## src/rtl/gray_frame_sequencer_pkg.sv

```systemverilog
// -----------------------------------------------------------------------------
// gray_frame_sequencer_pkg
//   Shared definitions for the grayscale frame sequencer and its pixel counter.
//
//   Contents:
//     MAX_PIXEL_BITS / PIXEL_WIDTH_OUT : RGB555 input width and gray output width
//     IMG_*_DEFAULT / TIMEOUT_*_DEFAULT: default frame geometry and idle limit
//     seq_state_t                      : 2-bit frame FSM state encoding
//     cnt_width()                      : counter width helper, never below 1 bit
// -----------------------------------------------------------------------------
package gray_frame_sequencer_pkg;

  localparam int MAX_PIXEL_BITS         = 15;
  localparam int PIXEL_WIDTH_OUT        = 8;

  localparam int IMG_WIDTH_DEFAULT      = 640;
  localparam int IMG_HEIGHT_DEFAULT     = 480;
  localparam int TIMEOUT_CYCLES_DEFAULT = 1024;

  typedef enum logic [1:0] {
    IDLE  = 2'd0,
    RUN   = 2'd1,
    DRAIN = 2'd2,
    DONE  = 2'd3
  } seq_state_t;

  // $clog2(1) is 0, which would give a zero-width counter for a one-line
  // frame; clamp to one bit so the counter always exists.
  function automatic int cnt_width(input int n);
    return (n > 1) ? $clog2(n) : 1;
  endfunction

endpackage

```

## src/rtl/gray_seq_pixel_counter.sv

```systemverilog
// -----------------------------------------------------------------------------
// gray_seq_pixel_counter
//   Column/line position tracker for one frame. The column counter wraps at
//   IMG_WIDTH-1 and each wrap advances the line counter. The decode outputs
//   describe the position of the pixel that the next advance will consume.
//
//   Ports:
//     clk_i      in   clock
//     nreset_i   in   asynchronous active-low reset
//     clear_i    in   return both counters to 0 (frame start)
//     advance_i  in   one pixel accepted this cycle
//     last_x_o   out  current position is the last column of a line
//     last_xy_o  out  current position is the last pixel of the frame
// -----------------------------------------------------------------------------
module gray_seq_pixel_counter
  import gray_frame_sequencer_pkg::*;
#(
  parameter int IMG_WIDTH  = IMG_WIDTH_DEFAULT,
  parameter int IMG_HEIGHT = IMG_HEIGHT_DEFAULT
) (
  input  logic clk_i,
  input  logic nreset_i,
  input  logic clear_i,
  input  logic advance_i,
  output logic last_x_o,
  output logic last_xy_o
);

  localparam int XW = cnt_width(IMG_WIDTH);
  localparam int YW = cnt_width(IMG_HEIGHT);

  localparam logic [XW-1:0] X_LAST = XW'(IMG_WIDTH - 1);
  localparam logic [YW-1:0] Y_LAST = YW'(IMG_HEIGHT - 1);

  logic [XW-1:0] x_cnt_reg;
  logic [YW-1:0] y_cnt_reg;

  always_ff @(posedge clk_i or negedge nreset_i) begin
    if (!nreset_i) begin
      x_cnt_reg <= '0;
      y_cnt_reg <= '0;
    end else if (clear_i) begin
      x_cnt_reg <= '0;
      y_cnt_reg <= '0;
    end else if (advance_i) begin
      if (x_cnt_reg == X_LAST) begin
        x_cnt_reg <= '0;
        // Wrapping the line counter too keeps it in range when IMG_HEIGHT
        // is not a power of two; the FSM leaves RUN on that pixel anyway.
        y_cnt_reg <= (y_cnt_reg == Y_LAST) ? '0 : y_cnt_reg + 1'b1;
      end else begin
        x_cnt_reg <= x_cnt_reg + 1'b1;
      end
    end
  end

  assign last_x_o  = (x_cnt_reg == X_LAST);
  assign last_xy_o = last_x_o && (y_cnt_reg == Y_LAST);

endmodule

```

## src/rtl/gray_frame_sequencer.sv

```systemverilog
// -----------------------------------------------------------------------------
// gray_frame_sequencer
//   Frame-level controller for the grayscale core. Accepts RGB555 pixels over
//   valid/ready, holds the last accepted pixel steady for the core, frames one
//   core PROCESSING window per image with start/finish, and re-aligns the
//   core's gray output with valid/eol/eof markers for the Sobel line buffers.
//
//   Optional feature (compile-time macro GRAY_SEQ_TIMEOUT_EN):
//     defined   : RUN aborts to DRAIN after TIMEOUT_CYCLES consecutive cycles
//                 without an accept and raises the sticky timeout_o flag.
//     undefined : RUN waits indefinitely and timeout_o stays 0.
//
//   Ports:
//     clk_i          in   clock
//     nreset_i       in   asynchronous active-low reset (shared with the core)
//     frame_start_i  in   one-cycle frame request, honoured only in IDLE
//     s_px_i         in   RGB555 pixel from the source
//     s_valid_i      in   source pixel valid
//     s_ready_o      out  sequencer accepts s_px_i (RUN only)
//     core_px_o      out  held pixel to the core
//     core_start_o   out  core start, first RUN cycle only
//     core_finish_o  out  core finish, second DRAIN cycle
//     core_gray_i    in   gray pixel from the core
//     m_gray_o       out  gray pixel to the Sobel stage (equals core_gray_i)
//     m_valid_o      out  m_gray_o valid, two cycles after the accept
//     m_eol_o        out  last pixel of a line, qualified by m_valid_o
//     m_eof_o        out  last pixel of the frame, qualified by m_valid_o
//     busy_o         out  FSM not in IDLE
//     frame_done_o   out  one-cycle pulse in DONE
//     timeout_o      out  sticky abort flag, cleared by the next frame start
// -----------------------------------------------------------------------------
module gray_frame_sequencer
  import gray_frame_sequencer_pkg::*;
#(
  parameter int IMG_WIDTH      = IMG_WIDTH_DEFAULT,
  parameter int IMG_HEIGHT     = IMG_HEIGHT_DEFAULT,
  parameter int TIMEOUT_CYCLES = TIMEOUT_CYCLES_DEFAULT
) (
  input  logic                       clk_i,
  input  logic                       nreset_i,
  input  logic                       frame_start_i,
  input  logic [MAX_PIXEL_BITS-1:0]  s_px_i,
  input  logic                       s_valid_i,
  output logic                       s_ready_o,
  output logic [MAX_PIXEL_BITS-1:0]  core_px_o,
  output logic                       core_start_o,
  output logic                       core_finish_o,
  input  logic [PIXEL_WIDTH_OUT-1:0] core_gray_i,
  output logic [PIXEL_WIDTH_OUT-1:0] m_gray_o,
  output logic                       m_valid_o,
  output logic                       m_eol_o,
  output logic                       m_eof_o,
  output logic                       busy_o,
  output logic                       frame_done_o,
  output logic                       timeout_o
);

  seq_state_t                state_reg;
  logic                      drain_cnt_reg;
  logic                      s_ready_reg;
  logic                      busy_reg;
  logic                      core_start_reg;
  logic                      core_finish_reg;
  logic                      frame_done_reg;
  logic                      timeout_reg;
  logic [MAX_PIXEL_BITS-1:0] px_reg;

  // Marker pipe: stage 1 lines up with the core sampling px_reg, stage 2 with
  // the core's registered gray output.
  logic valid_s1_reg, eol_s1_reg, eof_s1_reg;
  logic valid_s2_reg, eol_s2_reg, eof_s2_reg;

  logic accept;
  logic frame_begin;
  logic last_x;
  logic last_xy;
  logic timeout_hit;

  // s_ready_reg is only ever high in RUN, so an accept implies RUN.
  assign accept      = s_valid_i && s_ready_reg;
  assign frame_begin = (state_reg == IDLE) && frame_start_i;

  gray_seq_pixel_counter #(
    .IMG_WIDTH  (IMG_WIDTH),
    .IMG_HEIGHT (IMG_HEIGHT)
  ) u_pixel_counter (
    .clk_i     (clk_i),
    .nreset_i  (nreset_i),
    .clear_i   (frame_begin),
    .advance_i (accept),
    .last_x_o  (last_x),
    .last_xy_o (last_xy)
  );

`ifdef GRAY_SEQ_TIMEOUT_EN
  localparam int IW = $clog2(TIMEOUT_CYCLES + 1);
  localparam logic [IW-1:0] IDLE_LIMIT = IW'(TIMEOUT_CYCLES);

  logic [IW-1:0] idle_cnt_reg;

  // An accept in the limit cycle wins over the abort so no pixel is lost.
  assign timeout_hit = (state_reg == RUN) && !accept && (idle_cnt_reg == IDLE_LIMIT);

  always_ff @(posedge clk_i or negedge nreset_i) begin
    if (!nreset_i) begin
      idle_cnt_reg <= '0;
    end else if ((state_reg != RUN) || accept) begin
      idle_cnt_reg <= '0;
    end else if (!timeout_hit) begin
      idle_cnt_reg <= idle_cnt_reg + 1'b1;
    end
  end
`else
  logic timeout_unused;

  assign timeout_hit    = 1'b0;
  assign timeout_unused = |TIMEOUT_CYCLES;
`endif

  // Frame FSM. Every control output is a register updated together with the
  // state, so each one is valid in exactly the state it belongs to.
  always_ff @(posedge clk_i or negedge nreset_i) begin
    if (!nreset_i) begin
      state_reg       <= IDLE;
      drain_cnt_reg   <= 1'b0;
      s_ready_reg     <= 1'b0;
      busy_reg        <= 1'b0;
      core_start_reg  <= 1'b0;
      core_finish_reg <= 1'b0;
      frame_done_reg  <= 1'b0;
      timeout_reg     <= 1'b0;
    end else begin
      core_start_reg  <= 1'b0;
      core_finish_reg <= 1'b0;
      frame_done_reg  <= 1'b0;
      case (state_reg)
        IDLE: begin
          if (frame_start_i) begin
            state_reg      <= RUN;
            s_ready_reg    <= 1'b1;
            busy_reg       <= 1'b1;
            core_start_reg <= 1'b1;
            timeout_reg    <= 1'b0;
          end
        end
        RUN: begin
          if ((accept && last_xy) || timeout_hit) begin
            state_reg     <= DRAIN;
            s_ready_reg   <= 1'b0;
            drain_cnt_reg <= 1'b0;
            if (timeout_hit) begin
              timeout_reg <= 1'b1;
            end
          end
        end
        DRAIN: begin
          // Two cycles: the last pixel reaches the core register in the
          // first, and finish coincides with its gray output in the second.
          if (!drain_cnt_reg) begin
            drain_cnt_reg   <= 1'b1;
            core_finish_reg <= 1'b1;
          end else begin
            state_reg      <= DONE;
            frame_done_reg <= 1'b1;
          end
        end
        DONE: begin
          state_reg <= IDLE;
          busy_reg  <= 1'b0;
        end
        default: begin
          state_reg <= IDLE;
        end
      endcase
    end
  end

  // Pixel hold and marker pipe.
  always_ff @(posedge clk_i or negedge nreset_i) begin
    if (!nreset_i) begin
      px_reg       <= '0;
      valid_s1_reg <= 1'b0;
      eol_s1_reg   <= 1'b0;
      eof_s1_reg   <= 1'b0;
      valid_s2_reg <= 1'b0;
      eol_s2_reg   <= 1'b0;
      eof_s2_reg   <= 1'b0;
    end else begin
      if (accept) begin
        px_reg <= s_px_i;
      end
      valid_s1_reg <= accept;
      eol_s1_reg   <= accept && last_x;
      eof_s1_reg   <= accept && last_xy;
      valid_s2_reg <= valid_s1_reg;
      eol_s2_reg   <= eol_s1_reg;
      eof_s2_reg   <= eof_s1_reg;
    end
  end

  assign s_ready_o     = s_ready_reg;
  assign core_px_o     = px_reg;
  assign core_start_o  = core_start_reg;
  assign core_finish_o = core_finish_reg;
  assign m_gray_o      = core_gray_i;
  assign m_valid_o     = valid_s2_reg;
  assign m_eol_o       = eol_s2_reg;
  assign m_eof_o       = eof_s2_reg;
  assign busy_o        = busy_reg;
  assign frame_done_o  = frame_done_reg;
  assign timeout_o     = timeout_reg;

endmodule

```

## config.mk

```make
export PLATFORM = sky130hd
export DESIGN_NAME = gray_frame_sequencer
export DESIGN_NICKNAME = d
export VERILOG_FILES = /design/src/rtl/gray_frame_sequencer_pkg.sv /design/src/rtl/gray_seq_pixel_counter.sv /design/src/rtl/gray_frame_sequencer.sv
export SDC_FILE = /design/constraint.sdc
export NUM_CORES = 1
export LEC_CHECK = 0
export ABC_AREA = 1
export CAP_MARGIN = 30
export CORE_ASPECT_RATIO = 0.7
export CORE_MARGIN = 4
export CORE_UTILIZATION = 49
export DETAILED_ROUTE_END_ITERATION = 7
export GPL_ROUTABILITY_DRIVEN = 0
export PLACE_DENSITY = 0.8
export SYNTH_ARGS = -nofsm -noshare
export SYNTH_HDL_FRONTEND = slang
export SYNTH_SLANG_ARGS = --single-unit
```

## constraint.sdc

```tcl
create_clock -name clk_i -period 1.8 [get_ports clk_i]
set_input_delay 0.36 -clock clk_i [delete_from_list [all_inputs] [get_ports clk_i]]
set_output_delay 0.36 -clock clk_i [all_outputs]
set_load 0.05 [all_outputs]
```

==> flow_summary.yaml <==
status:
  status: "completed"
clocking:
  cts_buffers: 5
  clockBufferDepth: 2
  clockRootBuffer: "clkbuf_8"
  clk_latency_ns: 0.30
  clk_pin_slew_worst_paths_ns: 0.09
  cts.sinks: 48
  ctsHtreeMaxLevel: 2
  cts_tree: "built"
global_route:
  grt_util_met3_pct: 4.81
  use_met2_pct: 24.3
  grt_pass1_wl_microns: 7800
  grt_usage_pct: 16.6
  grt_max_degree: 33
  grt_pass1_vias: 1704
  antenna_found_initial: 0
  grt.overflow.total: 0
  grt.busiest_layer: "met2"
  use_met1_pct: 24.1
critical_path:
  critPathLaunchType: "register"
  required_ns: 1.97
  crit_path_start: "u_pixel_counter.x_cnt_reg[0]"
  crit_path_end: "u_pixel_counter.x_cnt_reg[6]"
  r2r_start: "u_pixel_counter.x_cnt_reg[0]"
  end_kind: "register"
  r2r_slack_ns: 0.10
  ff2ff_path_depth: 7
  reg2reg_to: "u_pixel_counter.x_cnt_reg[6]"
  arrival_ns: 1.87
  critPathMaxFanout: 11
  critPathKind: "reg -> reg"
layout:
  stdcell_count: 366
  area_delta_synth_final_pct: 21.5
  drive_gt1_share_pct: 17.0
  final_core_util_pct: 63.1
  final_nets: 343
  seqCellArea_sq_um: 1200
  fillers: 374
  final_area_sq_um: 2800
  multiInputGateArea_sq_um: 901
  largest_reg_flops: 15
  n_antenna_cell: 0
placed_design:
  dp_hpwl_microns: 3640
  io_buffers: 41
  dp_slack_ns: 0.0404
  dp.cells: 355
  place_area_sq_um: 2680
timing:
  hold_viol: 0
  max_freq_ghz: 0.589
  setup_violations: 0
  whs_ns: 0.353
  post-route-period-util_pct: 94.4
  final_max_slew_viol_count: 0
  tns_ns: 0
  period_needed_ns: 1.70
  finClkSkew_ns: 0.00716
  setup_slack_ns: 0.102
drt:
  drt-total-wl_microns: 4760
  wl_per_cell_microns: 13.0
  firstDrtPassIters: 4
  vias_per_cell: 4.95
  vias: 1812
  ant_nets: 0
  drc: 0
  drtIter0Drc: 117
floorplanning:
  rows: 20
  die_area_sq_um: 5880
  initial_core_util_pct: 52.0
  io_pins: 59
  core_sq_um: 4430
  die_h_microns: 65.4
  die_w_microns: 89.9
worst_hold_path:
  hp-class: "reg -> reg"
synthesis:
  syn_nets: 300
  synth_top_family_by_area: "simple AND/OR/NAND/NOR gates"
  yosysMostFrequentCell: "nand2_1"
  yosys_most_used_dff: "dfrtp_1"
  synthesis.area_sq_um: 2300
  synthArstFlopShare_pct: 100
  synth_area_leaders: "dfrtp_1 52%, nand2_1 15%, inv_1 4.1%"
  yosysSeqAreaShare_pct: 52.2
  syn-mean-instance-area_sq_um: 8.62
  synthCells: 267
  synth-simple-area-share_pct: 26.3
  ys_warn_count: 0
  synth_top_area_share_pct: 52.2
  ys_ff_latch: 48
  synth-edff-count: 0
  synthAdderAreaFrac_pct: 3.26
  synthXorXnorAreaFrac_pct: 1.52
  synth.area.mux_share_pct: 0
  synth_common_cells: "94 x nand2_1, 48 x dfrtp_1, 25 x inv_1"
  synth_cell_types: 37
  synth_compound_area_share_pct: 7.93
  synth_top_area_cell: "dfrtp_1"
pwr:
  p_leak_nw: 1.45
  peakVddDrop_v: 0.000879
  power_mw: 4.19
  power_density_nw_per_um2: 1500
flow_run:
  cap_violations: 0
## layer usage
| metal | wire, microns | vias up |
|---|---|---|
| met2 | 2150 | 36 |
| met5 | 0 | - |
| li1 | - | 918 |
| met3 | 190 | 4 |
| met4 | 37 | 0 |
| met1 | 2370 | 854 |
## placed cells by master (no fill, tap or decap), drive strengths merged, types with 6 or more instances in the layout
master and n:
inv 27, nand2 98, nor2 20, clkdlybuf4s50 17, ha 6, buf 32, nand3 12, dfrtp 48
clkbuf 7, o21ai 11
## cell families after synthesis
family	after synthesis
other	1
flip-flops	48
adder cells (fa/ha/maj)	6
XOR/XNOR	4
buffers and inverters	41
AO/OA/AOI/OAI	27
AND/OR/NAND/NOR	140
## report_power, final
part | leakage, nW | internal, mW | switching (mW) | total, mW
logic | 0.778 | 0.624 | 1.36 | 1.99
registers | 0.627 | 1.35 | 0.186 | 1.54
clock network | 0.0445 | 0.312 | 0.357 | 0.670
## final cells by class
type | count | area share (%)
well taps | 55 | 2.46
inverters | 27 | 3.62
flip-flops and latches | 48 | 43.0
clock buffers | 7 | 3.09
repair buffers | 50 | 15.4
clock inverters | 1 | 0.268
multi-input cells | 178 | 32.2
## worst min path at each step
stage	start	end	cells after the start
floorplan	nreset_i	busy_o	0
global placement	nreset_i	u_pixel_counter.y_cnt_reg[7]	1
detailed placement	nreset_i	u_pixel_counter.y_cnt_reg[7]	1
CTS	valid_s1_reg	m_valid_o	0
global route	valid_s1_reg	m_valid_o	0
finish	valid_s1_reg	m_valid_o	0
## critical path, stage by stage, from the launching register on
cell,delay [ns]
dfrtp_1,0.42
ha_1,0.21
nand2_1,0.13
nor2_4,0.18
nand2_4,0.08
o21ai_4,0.32
buf_4,0.18
a211oi_1,0.04
## what timing repair did
item / 4_1_cts / 5_1_grt
endpoints found under the setup margin: 0 / 1
hold endpoints to repair: 16 / 0
resized for setup: 0 / 0
hold buffers: 1 / 0
buffers inserted: 0 / 2
Note: power is estimated with default switching activity, not from simulation.
